[src/rtl/obi_ext_master_arbiter.sv]
// Round-robin arbiter that lets NUM_REQ requesters share one OBI master port.
// Address phases pass through with no added latency, and in-order responses are routed back through an ID FIFO.
module obi_ext_master_arbiter #(
    parameter int NUM_REQ         = 2,
    parameter int MAX_OUTSTANDING = 4,
    parameter int ADDR_WIDTH      = 32,
    parameter int DATA_WIDTH      = 32
) (
    input  logic                             clk_i,
    input  logic                             rst_ni,
    input  logic [NUM_REQ-1:0]               req_i,
    input  logic [NUM_REQ-1:0]               we_i,
    input  logic [NUM_REQ*(DATA_WIDTH/8)-1:0] be_i,
    input  logic [NUM_REQ*ADDR_WIDTH-1:0]    addr_i,
    input  logic [NUM_REQ*DATA_WIDTH-1:0]    wdata_i,
    output logic [NUM_REQ-1:0]               gnt_o,
    output logic [NUM_REQ-1:0]               rvalid_o,
    output logic [DATA_WIDTH-1:0]            rdata_o,
    output logic                             m_req_o,
    output logic                             m_we_o,
    output logic [DATA_WIDTH/8-1:0]          m_be_o,
    output logic [ADDR_WIDTH-1:0]            m_addr_o,
    output logic [DATA_WIDTH-1:0]            m_wdata_o,
    input  logic                             m_gnt_i,
    input  logic                             m_rvalid_i,
    input  logic [DATA_WIDTH-1:0]            m_rdata_i,
    output logic                             busy_o,
    output logic                             err_o
);
    localparam int BE_W  = DATA_WIDTH / 8;
    localparam int ID_W  = (NUM_REQ > 1) ? $clog2(NUM_REQ) : 1;
    localparam int PTR_W = (MAX_OUTSTANDING > 1) ? $clog2(MAX_OUTSTANDING) : 1;
    localparam int CNT_W = $clog2(MAX_OUTSTANDING + 1);
    localparam logic [CNT_W-1:0] CNT_MAX  = CNT_W'(MAX_OUTSTANDING);
    localparam logic [PTR_W-1:0] PTR_LAST = PTR_W'(MAX_OUTSTANDING - 1);
    localparam logic [ID_W-1:0]  ID_LAST  = ID_W'(NUM_REQ - 1);

    logic [ID_W-1:0]  rr_ptr_q, rr_ptr_d;
    logic             lock_q, lock_d;
    logic [ID_W-1:0]  locked_id_q, locked_id_d;
    logic [CNT_W-1:0] count_q, count_d;
    logic [PTR_W-1:0] wr_ptr_q, wr_ptr_d, rd_ptr_q, rd_ptr_d;
    logic             err_q, err_d;
    logic [ID_W-1:0]  fifo_q [MAX_OUTSTANDING];

    logic [ID_W-1:0]  sel_rr, sel, idx, head_id;
    logic             found, hs, pop;

    // Round-robin search starting at rr_ptr; the first requester found wins.
    always_comb begin
        sel_rr = rr_ptr_q;
        found  = 1'b0;
        idx    = rr_ptr_q;
        for (int i = 0; i < NUM_REQ; i++) begin
            if (!found && req_i[idx]) begin
                sel_rr = idx;
                found  = 1'b1;
            end
            idx = (idx == ID_LAST) ? '0 : idx + ID_W'(1);
        end
    end

    assign sel       = lock_q ? locked_id_q : sel_rr;
    assign m_req_o   = (|req_i) && (count_q < CNT_MAX);
    assign m_we_o    = we_i[sel];
    assign m_be_o    = be_i[sel*BE_W +: BE_W];
    assign m_addr_o  = addr_i[sel*ADDR_WIDTH +: ADDR_WIDTH];
    assign m_wdata_o = wdata_i[sel*DATA_WIDTH +: DATA_WIDTH];
    assign hs        = m_req_o && m_gnt_i;
    assign pop       = m_rvalid_i && (count_q != '0);
    assign head_id   = fifo_q[rd_ptr_q];
    assign rdata_o   = m_rdata_i;
    assign busy_o    = (count_q != '0);
    assign err_o     = err_q;

    always_comb begin
        gnt_o    = '0;
        rvalid_o = '0;
        if (hs)  gnt_o[sel]        = 1'b1;
        if (pop) rvalid_o[head_id] = 1'b1;
    end

    // A stalled address phase pins the selection until the master grants it.
    always_comb begin
        rr_ptr_d    = rr_ptr_q;
        lock_d      = lock_q;
        locked_id_d = locked_id_q;
        if (hs) begin
            rr_ptr_d = (sel == ID_LAST) ? '0 : sel + ID_W'(1);
            lock_d   = 1'b0;
        end else if (m_req_o) begin
            lock_d      = 1'b1;
            locked_id_d = sel;
        end
    end

    always_comb begin
        wr_ptr_d = wr_ptr_q;
        rd_ptr_d = rd_ptr_q;
        count_d  = count_q;
        err_d    = err_q | (m_rvalid_i && (count_q == '0));
        if (hs)  wr_ptr_d = (wr_ptr_q == PTR_LAST) ? '0 : wr_ptr_q + PTR_W'(1);
        if (pop) rd_ptr_d = (rd_ptr_q == PTR_LAST) ? '0 : rd_ptr_q + PTR_W'(1);
        case ({hs, pop})
            2'b10:   count_d = count_q + CNT_W'(1);
            2'b01:   count_d = count_q - CNT_W'(1);
            default: count_d = count_q;
        endcase
    end

    always_ff @(posedge clk_i or negedge rst_ni) begin
        if (!rst_ni) begin
            rr_ptr_q    <= '0;
            lock_q      <= 1'b0;
            locked_id_q <= '0;
            count_q     <= '0;
            wr_ptr_q    <= '0;
            rd_ptr_q    <= '0;
            err_q       <= 1'b0;
            for (int i = 0; i < MAX_OUTSTANDING; i++) fifo_q[i] <= '0;
        end else begin
            rr_ptr_q    <= rr_ptr_d;
            lock_q      <= lock_d;
            locked_id_q <= locked_id_d;
            count_q     <= count_d;
            wr_ptr_q    <= wr_ptr_d;
            rd_ptr_q    <= rd_ptr_d;
            err_q       <= err_d;
            if (hs) fifo_q[wr_ptr_q] <= sel;
        end
    end

endmodule

[config.mk]
export PLATFORM = sky130hd
export DESIGN_NAME = obi_ext_master_arbiter
export DESIGN_NICKNAME = d
export VERILOG_FILES = /design/src/rtl/obi_ext_master_arbiter.sv
export SDC_FILE = /design/constraint.sdc
export NUM_CORES = 1
export LEC_CHECK = 0
export BUFFER_PORTS_ARGS = -buffer_cell sky130_fd_sc_hd__buf_2
export CORE_ASPECT_RATIO = 0.9
export CORE_MARGIN = 8
export CORE_UTILIZATION = 30
export CTS_BUF_LIST = sky130_fd_sc_hd__clkbuf_4 sky130_fd_sc_hd__clkbuf_8
export DETAILED_ROUTE_END_ITERATION = 7
export PLACE_DENSITY = 0.71
export RECOVER_POWER = 25
export SLEW_MARGIN = 20
export SYNTH_ARGS = -nofsm -noshare
export SYNTH_HDL_FRONTEND = slang
export SYNTH_SLANG_ARGS = --single-unit
[constraint.sdc]
create_clock -name clk_i -period 2 [get_ports clk_i]
set_clock_uncertainty 0.1 [all_clocks]
set_input_delay 0.3 -clock clk_i [delete_from_list [all_inputs] [get_ports clk_i]]
set_output_delay 0.3 -clock clk_i [all_outputs]
set_load 0.03 [all_outputs]
==> key figures <==
Run status
  – Status: finished with violations
  – Failing checks: negative setup slack

Timing
  – RSZ-0062 raised after global routing: true
  – Final slew viol count: 0
  – Tightest Pin Transition: 0.602 ns
  – Clock period minus worst slack: 2.13 ns
  – Fin crit share: 1.06
  – Slew HR: 0.598
  – Max Clk Rate: approximately 470 MHz
  – Worst hold slack: 0.231 ns
  – Fin. Hold Viols: 0
  – Final setup fails: 70
  – Final worst setup slack: -0.125 ns

Detailed routing
  – Post-DRT Antenna Nets: 0
  – Drt wl/cell: 18.2 microns
  – Post-route DRC: 0
  – Initial DRT Pass Iterations: 4
  – Initial DRC Count: 211
  – Via density: 5.66
  – Total Routed Length: about 13,000 microns
  – Via count: 4,105

Synth
  – Yosys cell types: 33
  – Commonest cells post-synth: nand2_1, o211ai_1, o2111ai_1
  – Post-synth top area share: 0.201
  – Cell count after synthesis: 436
  – Top post-synthesis cells by area: o2111ai_1, nand2_1, o211ai_1
  – Synth area leader: o2111ai_1
  – Synth Net Count: 619
  – Synth Flop Type: dfrtp_1
  – Synthesized area: around 3000 sq um
  – Synth warn: 0
  – Post-synth EDFFs: 0
  – Seq/Total Area, Yosys: 0.125
  – Synth Register Bits: 15
  – Async SR Flop Fraction: 1.00
  – Average size of a mapped cell: 6.88 sq um
  – Top-count cell post-synth: nand2_1

Floorplan
  – Core ar.: 9700 sq um
  – # rows: 34
  – Die width: between 100 and 150 microns
  – Ports: 284
  – Die ar.: between 10,000 and 15,000 sq um
  – Initial Util: 0.309
  – Die extent in y: 111 microns

Clocking
  – Clk slew on worst S/H paths: 0.07 ns
  – Worst-Skew Late Latency: 0.25 ns
  – H-tree Lvls: 1
  – Cts bufs inserted: 3
  – CTS tree: done
  – Root buf cell: clkbuf_8
  – Max clock buf depth: 2
  – # clock sinks: 15

Finish
  – Area growth from synthesis to layout: 45.0%
  – Nets: 783
  – Fillers: about 1,000
  – # diodes: 0
  – Final instance count without filler cells: 725
  – Layout cells sized above 1: 0.454

GRT
  – Met3 usage: 0.0397
  – GRT Total Usage: 0.177
  – First-pass GRT wire length: about 20,000 microns
  – Met2 Usage GRT: 0.309
  – Vias in the first global route: 4,193
  – Initial antenna violation count: 0
  – Global route total overflow: 0
  – GRT Max-Usage Layer: met2
  – Largest net degree at the start of global routing: 60
  – GR Util met1: 0.207

Power and ir drop
  – Net switching power: 4.68 mW
  – Sw Ratio: 0.585
  – Combinational power share: 0.894
  – Internal power: ~3.3 mW
  – Reg power frac: 0.073
  – Design Power: ~8.0 mW
  – Lkg Pwr: 1.99 nW
  – PD cells: 1840 nW/um^2
  – Clock share of power: 0.032
  – Maximum VDD drop: between 900 and 1000 uV

Setup path
  – Critical Path AT: 1.73 ns
  – CP Max Fanout: 20
  – Critical Path Start Type: flop
  – Worst setup EP type: output port
  – Worst Path Required: 1.60 ns
  – CP Class: flop to output port

Run
  – Max-cap violations: 0

Hold path
  – Worst hold path class: input pin to flop

Placement
  – DP Wirelength: 9720 microns
  – Gpl congestion: 0.773
  – Buffers on Ports: 219
  – Inst Count DP: ~720
## power groups by stage
| stage | logic, mW | clock network [mW] | registers (mW) |
|---|---|---|---|
| after global placement | 6.33 | 0 | 0.577 |
| final | 7.15 | 0.258 | 0.587 |
| after floorplan | 4.68 | 0 | 0.579 |
| after detailed placement | 6.49 | 0 | 0.588 |
| after CTS | 6.93 | 0.261 | 0.585 |
| after global routing | 7.62 | 0.282 | 0.610 |
## sequential cells by signal, indices dropped and copies added (netlist names)
signal and count:
rr_ptr_q 1, fifo_q 4, lock_q 1, count_q 3, locked_id_q 1, rd_ptr_q 2, err_o 1, wr_ptr_q 2
## routing by layer
layer | up-vias | wire length (microns)
met3 | 32 | 1210
met5 | - | 0
met4 | 0 | 266
met2 | 234 | 6400
li1 | 1946 | -
met1 | 1893 | 5300
## logic make-up after synthesis
logic type | count (synthesis) | share of synthesized area
AOI/OAI and AO/OA | 154 | 0.414
and+or+nand+nor | 155 | 0.201
muxes | 6 | 0.0288
adders and majority gates | 7 | 0.0317
xor gates and xnor gates | 3 | 0.00876
DFF | 15 | 0.125
buffers and inverters | 96 | 0.191
## timing repair
action	in CTS	in global routing
endpoints found under the hold margin	15	0
pin swaps	4	13
hold buffers	1	0
resized for setup	51	51
endpoints found under the setup margin	70	74
cloned	1	1
buffers inserted	0	1
## layout make-up
class / count / area, sq um / share of cell area
Sequential cell: 15 / 377 / 0.0866
Timing Repair Buffer: 248 / 1630 / 0.374
Clock inverter: 1 / 5.00 / 0.00115
Clock buffer: 3 / 41.3 / 0.00949
Inverter: 7 / 28.8 / 0.00662
Multi-Input combinational cell: 325 / 2110 / 0.486
Tap cell: 126 / 158 / 0.0362
## worst max-delay path, cell delays in order, from the launching register on
cell and delay [ns]:
dfrtp_1 0.41, nor2b_4 0.16, o211a_4 0.30, buf_12 0.17, o211ai_1 0.22, buf_4 0.21
## per-stage QoR
step	area, sq um	setup TNS (ns)	worst slack [ns]	util
floorplan	3040	-0.600	-0.0958	-
global placement	4030	0	0.0121	0.415
detailed placement	4030	0	0.0102	0.415
CTS	4240	-4.94	-0.122	0.437
global route	4350	-10.31	-0.202	0.448
finish	4350	-4.99	-0.125	0.448
## path summary, 6_finish.rpt
check,startpoint,to,slack [ns],depth (start not counted)
min in group asynchronous,rst_ni,err_o,0.39,2
worst max register to register,count_q[0],count_q[1],0.01,6
worst min-delay path,m_rvalid_i,err_o,0.23,3
worst max-delay path,rr_ptr_q,m_addr_o[30],-0.13,5
worst min register to register,err_o,err_o,0.39,1
max in group asynchronous,rst_ni,rd_ptr_q[0],1.13,2
## layout by cell type, fill, tap and decap left out, types with 2 or more instances in the layout
master	instances
ha_1	5
inv_1	4
a41oi_1	4
o211ai_1	70
xnor2_1	2
nor2_1	6
nand2_1	138
and3_1	2
a31oi_1	4
a21oi_1	3
mux2_2	2
buf_2	149
buf_4	86
dfrtp_1	14
clkbuf_8	3
buf_6	3
mux2_4	3
o2111ai_1	69
buf_12	7
inv_2	2
(Power assumes the default switching activity.)
